$ cat config.mk
export PLATFORM = sky130hd
export DESIGN_NAME = mdu_seq_ctrl
export DESIGN_NICKNAME = d
export VERILOG_FILES = /design/src/rtl/mdu_pkg.sv /design/src/rtl/mdu_iter_core.sv /design/src/rtl/mdu_seq_ctrl.sv
export SDC_FILE = /design/constraint.sdc
export NUM_CORES = 1
export LEC_CHECK = 0
export ABC_AREA = 0
export CORE_MARGIN = 8
export CORE_UTILIZATION = 30
export DETAILED_ROUTE_END_ITERATION = 10
export HOLD_SLACK_MARGIN = 0.1
export SLEW_MARGIN = 0
export SYNTH_ARGS = -nofsm -noshare
export SYNTH_HDL_FRONTEND = slang
export SYNTH_SLANG_ARGS = --single-unit
export TNS_END_PERCENT = 1
$ cat constraint.sdc
create_clock -name clk -period 3.5 [get_ports clk]
set_input_delay 0.7 -clock clk [delete_from_list [all_inputs] [get_ports clk]]
set_output_delay 0.7 -clock clk [all_outputs]
set_load 0.01 [all_outputs]
$ cat src/rtl/mdu_pkg.sv
// Shared definitions for the multiply/divide sequencer: op encodings,
// controller states, default operand width and the divide-by-zero quotient.
package mdu_pkg;

    localparam int MDU_WIDTH = 32;

    localparam logic [1:0] OP_MULT  = 2'b00;
    localparam logic [1:0] OP_MULTU = 2'b01;
    localparam logic [1:0] OP_DIV   = 2'b10;
    localparam logic [1:0] OP_DIVU  = 2'b11;

    typedef enum logic [1:0] {
        IDLE,
        CALC,
        FIX,
        DONE
    } state_t;

    localparam logic [MDU_WIDTH-1:0] DIV0_QUOT = '1;

endpackage

$ cat src/rtl/mdu_iter_core.sv
// One-bit-per-cycle datapath: shift-add multiply or restoring divide.
// Ports: clk, reset (sync, high); load captures a_in (multiplier or
// dividend, into lo) and b_in (multiplicand or divisor); step advances one
// iteration, sub selects divide; hi/lo expose the working pair.
module mdu_iter_core #(
    parameter int WIDTH = 32
) (
    input  logic             clk,
    input  logic             reset,
    input  logic             load,
    input  logic             step,
    input  logic             sub,
    input  logic [WIDTH-1:0] a_in,
    input  logic [WIDTH-1:0] b_in,
    output logic [WIDTH-1:0] hi,
    output logic [WIDTH-1:0] lo
);

    logic [WIDTH:0]   hi_r;
    logic [WIDTH-1:0] lo_r;
    logic [WIDTH-1:0] b_r;

    logic [WIDTH:0]   sum;
    logic [WIDTH:0]   sh;
    logic [WIDTH+1:0] diff;
    logic             borrow;

    // Multiply: add the multiplicand when the current multiplier bit is set,
    // then shift the {hi,lo} pair right; the carry lands in hi[WIDTH-1].
    assign sum = hi_r + (lo_r[0] ? {1'b0, b_r} : '0);

    // Divide: shift the next dividend bit into the partial remainder and
    // keep the difference only when it does not borrow.
    assign sh     = {hi_r[WIDTH-1:0], lo_r[WIDTH-1]};
    assign diff   = {1'b0, sh} - {2'b00, b_r};
    assign borrow = diff[WIDTH+1];

    always_ff @(posedge clk) begin
        if (reset) begin
            hi_r <= '0;
            lo_r <= '0;
            b_r  <= '0;
        end else if (load) begin
            hi_r <= '0;
            lo_r <= a_in;
            b_r  <= b_in;
        end else if (step) begin
            if (sub) begin
                hi_r <= borrow ? sh : diff[WIDTH:0];
                lo_r <= {lo_r[WIDTH-2:0], ~borrow};
            end else begin
                hi_r <= {1'b0, sum[WIDTH:1]};
                lo_r <= {sum[0], lo_r[WIDTH-1:1]};
            end
        end
    end

    assign hi = hi_r[WIDTH-1:0];
    assign lo = lo_r;

endmodule

$ cat src/rtl/mdu_seq_ctrl.sv
// Multicycle MULT/MULTU/DIV/DIVU sequencer owning HI/LO, with pipeline stall.
// Ports: clk, reset (sync, high), start/op/S/T request; busy, stall, done,
// Y_Hi/Y_Lo results, N/Z/V flags. Optional MDU_EARLY_OUT_EN: multiply exits
// once the remaining multiplier bits are zero.
module mdu_seq_ctrl #(
    parameter int WIDTH = mdu_pkg::MDU_WIDTH,
    parameter int CNT_W = 6
) (
    input  logic             clk,
    input  logic             reset,
    input  logic             start,
    input  logic [1:0]       op,
    input  logic [WIDTH-1:0] S,
    input  logic [WIDTH-1:0] T,
    output logic             busy,
    output logic             stall,
    output logic             done,
    output logic [WIDTH-1:0] Y_Hi,
    output logic [WIDTH-1:0] Y_Lo,
    output logic             N,
    output logic             Z,
    output logic             V
);

    import mdu_pkg::*;

    state_t           state;
    logic [1:0]       op_r;
    logic             neg_res;
    logic             neg_rem;
    logic [CNT_W-1:0] cnt;
    logic [WIDTH-1:0] res_hi;
    logic [WIDTH-1:0] res_lo;
    logic             res_v;

    logic             idle;
    logic             accept;
    logic             op_div;
    logic             op_sgn;
    logic             r_div;
    logic             s_neg;
    logic             t_neg;
    logic [WIDTH-1:0] s_mag;
    logic [WIDTH-1:0] t_mag;
    logic [WIDTH-1:0] c_hi;
    logic [WIDTH-1:0] c_lo;
    logic             step;
    logic             last;
    logic             early;
    logic             early_idle;

    logic [2*WIDTH-1:0] prod;
    logic [2*WIDTH-1:0] prod_s;
    logic [WIDTH-1:0]   quot;
    logic [WIDTH-1:0]   rmd;

    assign idle   = (state == IDLE);
    assign accept = idle & start;
    assign stall  = busy | accept;

    assign op_div = (op == OP_DIV) || (op == OP_DIVU);
    assign op_sgn = (op == OP_MULT) || (op == OP_DIV);
    assign r_div  = (op_r == OP_DIV) || (op_r == OP_DIVU);

    assign s_neg = op_sgn & S[WIDTH-1];
    assign t_neg = op_sgn & T[WIDTH-1];
    assign s_mag = s_neg ? -S : S;
    assign t_mag = t_neg ? -T : T;

    assign last = (cnt == CNT_W'(WIDTH - 1));

`ifdef MDU_EARLY_OUT_EN
    logic [WIDTH-1:0]   mcand;
    logic [WIDTH-1:0]   m_left;
    logic [CNT_W-1:0]   n_left;
    logic [2*WIDTH-1:0] full;

    // After cnt steps the low WIDTH-cnt bits of lo are the multiplier bits
    // not yet consumed. Leave once at most bit 0 of them remains; that last
    // partial product and the outstanding shift are folded into FIX.
    assign n_left     = CNT_W'(WIDTH) - cnt;
    assign m_left     = c_lo & ({WIDTH{1'b1}} >> cnt);
    assign early      = !r_div && (m_left[WIDTH-1:1] == '0);
    assign early_idle = !op_div && (t_mag[WIDTH-1:1] == '0);
    assign full       = {c_hi, c_lo};
    assign prod       = (full >> n_left)
                      + (m_left[0] ? ({{WIDTH{1'b0}}, mcand} << cnt) : '0);
`else
    assign early      = 1'b0;
    assign early_idle = 1'b0;
    assign prod       = {c_hi, c_lo};
`endif

    assign step = (state == CALC) & !early;

    assign prod_s = neg_res ? -prod : prod;
    assign quot   = neg_res ? -c_lo : c_lo;
    assign rmd    = neg_rem ? -c_hi : c_hi;

    mdu_iter_core #(
        .WIDTH (WIDTH)
    ) u_core (
        .clk   (clk),
        .reset (reset),
        .load  (accept),
        .step  (step),
        .sub   (r_div),
        .a_in  (op_div ? s_mag : t_mag),
        .b_in  (op_div ? t_mag : s_mag),
        .hi    (c_hi),
        .lo    (c_lo)
    );

    always_ff @(posedge clk) begin
        if (reset) begin
            state   <= IDLE;
            op_r    <= OP_MULT;
            neg_res <= 1'b0;
            neg_rem <= 1'b0;
            cnt     <= '0;
            res_hi  <= '0;
            res_lo  <= '0;
            res_v   <= 1'b0;
            busy    <= 1'b0;
            done    <= 1'b0;
            Y_Hi    <= '0;
            Y_Lo    <= '0;
            N       <= 1'b0;
            Z       <= 1'b1;
            V       <= 1'b0;
`ifdef MDU_EARLY_OUT_EN
            mcand   <= '0;
`endif
        end else begin
            unique case (state)
                IDLE: begin
                    if (start) begin
                        op_r    <= op;
                        neg_res <= s_neg ^ t_neg;
                        neg_rem <= s_neg;
                        cnt     <= '0;
                        busy    <= 1'b1;
`ifdef MDU_EARLY_OUT_EN
                        mcand   <= s_mag;
`endif
                        // HI keeps the raw dividend on a zero divisor.
                        if (op_div && T == '0) begin
                            res_hi <= S;
                            res_lo <= DIV0_QUOT;
                            res_v  <= 1'b1;
                            done   <= 1'b1;
                            state  <= DONE;
                        end else if (early_idle) begin
                            state <= FIX;
                        end else begin
                            state <= CALC;
                        end
                    end
                end
                CALC: begin
                    if (early) begin
                        state <= FIX;
                    end else begin
                        cnt <= cnt + CNT_W'(1);
                        if (last) begin
                            state <= FIX;
                        end
                    end
                end
                FIX: begin
                    if (r_div) begin
                        res_hi <= rmd;
                        res_lo <= quot;
                    end else begin
                        res_hi <= prod_s[2*WIDTH-1:WIDTH];
                        res_lo <= prod_s[WIDTH-1:0];
                    end
                    res_v <= 1'b0;
                    done  <= 1'b1;
                    state <= DONE;
                end
                DONE: begin
                    Y_Hi  <= res_hi;
                    Y_Lo  <= res_lo;
                    N     <= r_div ? res_lo[WIDTH-1] : res_hi[WIDTH-1];
                    Z     <= ((res_hi | res_lo) == '0);
                    V     <= res_v;
                    done  <= 1'b0;
                    busy  <= 1'b0;
                    state <= IDLE;
                end
                default: state <= IDLE;
            endcase
        end
    end

endmodule
==> impl_metrics.py <==
metrics = {
    "clocking": {
        "hold_buffers": 0,
        "clock_latency_ns": 0.59,
        "cts.reportedPaths.clkPinSlew_ns": 0.06,
        "postCtsSetupRepairBufs": 0,
        "cts.sinks": 242,
        "cts_tree": "built",
        "cts.path.max_buffers": 3,
        "root_buffer": "clkbuf_16",
        "htreeDepth": 1,
        "cts_buffers": 29,
    },
    "sta": {
        "hold_viol": 0,
        "setup_viol": 0,
        "fmax_mhz": 289,
        "layout_min_cycle_time_ns": 3.46,
        "worst_slew_pin_slew_ns": 0.776,
        "grt_setup_unrepaired": "true",
        "worst_slack_ns": 0.0385,
        "finalClockSkew_ns": 0.0256,
        "whs_ns": 0.452,
        "finalCritPeriodShare_pct": 98.9,
        "relSlewSlack_pct": 47.8,
        "final_max_slew_viol_count": 0,
    },
    "synthesis": {
        "avgSynthCellArea_um2": 7.66,
        "synth_compound_area_share_pct": 24.9,
        "synthCells": 2211,
        "ys_types": 70,
        "synthMuxAreaShare_pct": 7.58,
        "synthAdderAreaFrac_pct": 5.63,
        "synth_xor_area_share_pct": 9.16,
        "yosys.area_share.simple_pct": 19.0,
        "synth_nets": 2355,
        "ys_warn_count": 0,
        "synth-edff-count": 0,
        "synth-main-ff-cell": "dfxtp_1",
        "synthArstFlopShare_pct": 0,
        "synth_top_family_by_area": "compound AO/OA/AOI/OAI gates",
        "yosysSeqAreaShare_pct": 28.6,
        "synth-seq-cells": 242,
        "synth_area_um2": 16900,
    },
    "critical_path": {
        "worstSetupStartpoint": "u_core.lo[0]",
        "crit_type": "flop to flop",
        "critPathMaxFanout": 9,
        "r2r_cells": 16,
        "worstReg2RegEnd": "u_core.hi_r[30]",
        "crit_end": "u_core.hi_r[30]",
        "reg2reg_from": "u_core.lo[0]",
        "worstSetupStartpointType": "flop",
        "end_kind": "flop",
        "critPathArrivalTime_ns": 3.94,
        "rrSetupSlack_ns": 0.04,
        "crit_required_ns": 3.98,
    },
    "layout": {
        "final_util_pct": 38.1,
        "nNetsFinal": 2562,
        "final_area_um2": 21300,
        "layout-drive-gt1-share_pct": 11.9,
        "fill_cells": 5812,
        "area_growth_pct": 26.0,
    },
    "drt": {
        "ant_nets": 0,
        "dr.pass1.iters": 5,
        "drt_wl_total_um": 66900,
        "drc": 0,
        "wire_per_inst_um": 20.9,
        "viasPerCell": 5.48,
        "drt_iter0_markers": 1578,
        "vias": 17517,
    },
    "floorplanning": {
        "die_y_um": 254,
        "num_rows": 87,
        "die_width_um": 254,
        "core_area_um2": 56100,
        "dieArea_um2": 64300,
        "initial_core_util_pct": 30.2,
        "io_pins": 139,
    },
    "placed_design": {
        "dp_hpwl_um": 52500,
        "portBuffers": 138,
        "place_ws_ns": -0.234,
        "place.gp.congestion": 0.932,
        "place_area_um2": 20300,
    },
    "global_route": {
        "grt_pass1_vias": 16763,
        "grt_max_degree": 88,
        "antenna_found_initial": 2,
        "grt_pass1_wl_um": 101000,
        "grt.total_usage_pct": 20.0,
        "grt_overflow": 0,
    },
    "power_and_ir_drop": {
        "p_int_mw": 9.07,
        "power_switching_mw": 8.01,
        "leakage_nw": 8.14,
        "sequentialPowerShare_pct": 23.3,
        "clkPwrFrac_pct": 17.9,
        "powerDensity_nw_per_um2": 801,
        "ir_worst_vdd_mv": 0.486,
        "switching_share_pct": 46.9,
        "comb_power_share_pct": 58.8,
    },
    "job": {
        "max_cap_viol_count": 0,
    },
    "run_status": {
        "status": "finished, final reports clean",
    },
    "min_path": {
        "hold_path.class": "flop to flop",
    },
}
[logic make-up (layout without fill, tap and decap cells)]
group | Yosys count | after routing
compound gates | 658 | 658
xor+xnor | 177 | 177
fa+ha+maj | 75 | 75
buf+inv | 226 | 456
flops | 242 | 242
mux | 128 | 128
other cells | 0 | 1
simple gates | 705 | 705
[cells in the mapped netlist, types with 5 or more instances]
library cell / number / area [um2]
a211o_1: 5 / 43.8
a211oi_1: 67 / 503
a21o_1: 30 / 225
a21oi_1: 207 / 1040
a221oi_1: 5 / 43.8
a22oi_1: 5 / 37.5
a311oi_1: 36 / 315
a31o_2: 6 / 52.6
a31oi_1: 10 / 62.6
and2_1: 11 / 68.8
and3_1: 8 / 50.1
buf_1: 13 / 48.8
buf_2: 10 / 50.1
clkbuf_1: 129 / 484
dfxtp_1: 242 / 4840
ha_1: 73 / 913
inv_1: 70 / 263
mux2i_1: 127 / 1270
nand2_1: 189 / 709
nand2b_1: 18 / 113
nand3_1: 23 / 115
nand4_1: 15 / 93.8
nor2_1: 307 / 1150
nor2b_1: 13 / 81.3
nor3_1: 38 / 190
nor3b_1: 5 / 37.5
nor4_1: 28 / 175
o211ai_1: 78 / 586
o21a_1: 5 / 37.5
o21ai_0: 121 / 606
o21ai_1: 5 / 25.0
o21bai_1: 9 / 67.6
o221ai_1: 10 / 87.6
o22ai_1: 6 / 37.5
o31ai_1: 21 / 158
o41ai_1: 12 / 105
or3_1: 10 / 62.6
or4_1: 12 / 90.1
xnor2_1: 83 / 727
xor2_1: 94 / 823
[power groups by stage]
stage	combinational [mW]	sequential (mW)	clock, mW
floorplan	6.42	3.82	0
global placement	9.66	4.00	0
detailed placement	9.74	4.02	0
CTS	9.81	3.96	3.09
global route	10.9	4.05	3.21
finish	10.0	3.99	3.05
[critical path, cell delays in order, from the launching register on]
cell and delay (ns):
dfxtp_2 0.36, inv_2 0.07, buf_12 0.14, nor2_1 0.15, ha_1 0.29, a21o_1 0.19, a31o_2 0.24, a21oi_1 0.15
buf_4 0.15, o21bai_1 0.09, a31oi_1 0.31, buf_4 0.20, o21bai_1 0.12, a221oi_2 0.34, o21ai_1 0.16, xor2_1 0.17
o211a_1 0.21
[worst min-delay path by stage]
stage          slack (ns)            from  cells past startpoint        endpoint
2_1_floorplan        0.43  u_core.b_r[25]                      2  u_core.b_r[25]
6_report             0.45  u_core.b_r[25]                      2  u_core.b_r[25]
3_3_place_gp         0.44  u_core.b_r[12]                      2  u_core.b_r[12]
3_5_place_dp         0.45   u_core.b_r[9]                      2   u_core.b_r[9]
4_1_cts              0.46  u_core.b_r[12]                      2  u_core.b_r[12]
5_1_grt              0.47  u_core.b_r[19]                      2  u_core.b_r[19]
[flip-flops by register name, summed over array words and instances, names as in the netlist, 2 cells and up]
name and count:
state 2, res_hi 32, Y_Hi 32, u_core.hi_r 33, cnt 6, u_core.b_r 32
res_lo 32, Y_Lo 32, u_core.lo 32
[per-stage QoR]
stage	setup TNS, ns	total power, mW	instances
after floorplan	0	10.2	2211
after global routing	-0.0317	18.1	3197
after detailed placement	-10.23	13.8	3143
after global placement	-7.10	13.7	3143
final	0	17.1	3198
after CTS	-0.00527	16.9	3197
[layer usage]
| layer | vias to the layer above | GRT usage (%) | part of all wire, % |
|---|---|---|---|
| li1 | 8365 | - | - |
| met3 | 80 | 4.79 | 9.7 |
| met5 | - | 0 | 0 |
| met4 | 0 | 4.90 | 2.4 |
| met1 | 8386 | 28.8 | 46 |
| met2 | 686 | 29.4 | 42 |
[what timing repair did]
action,in CTS,in global routing
setup endpoints to repair,4,14
pin swaps,0,3
resized for setup,5,18
[placed cells by master, fill, tap and decap left out, types with 28 or more instances in the layout]
cell type / n
a211oi_1: 65
a21o_1: 30
a21oi_1: 207
a311oi_1: 36
buf_4: 182
clkbuf_16: 29
clkdlybuf4s50_1: 136
dfxtp_1: 240
ha_1: 68
inv_1: 69
mux2i_1: 127
nand2_1: 188
nor2_1: 304
nor3_1: 38
nor4_1: 28
o211ai_1: 78
o21ai_0: 118
xnor2_1: 83
xor2_1: 94
[layout make-up]
type,instances,area [um2],share of cell area [%]
Timing Repair Buffer,329,2920,13.7
Multi-Input combinational cell,1743,11400,53.4
Inverter,73,274,1.28
Clock inverter,16,136,0.639
Sequential cell,242,4850,22.7
Antenna cell,1,2.50,0.0117
Tap cell,756,946,4.43
Clock buffer,38,820,3.84
(Power assumes the default switching activity.)
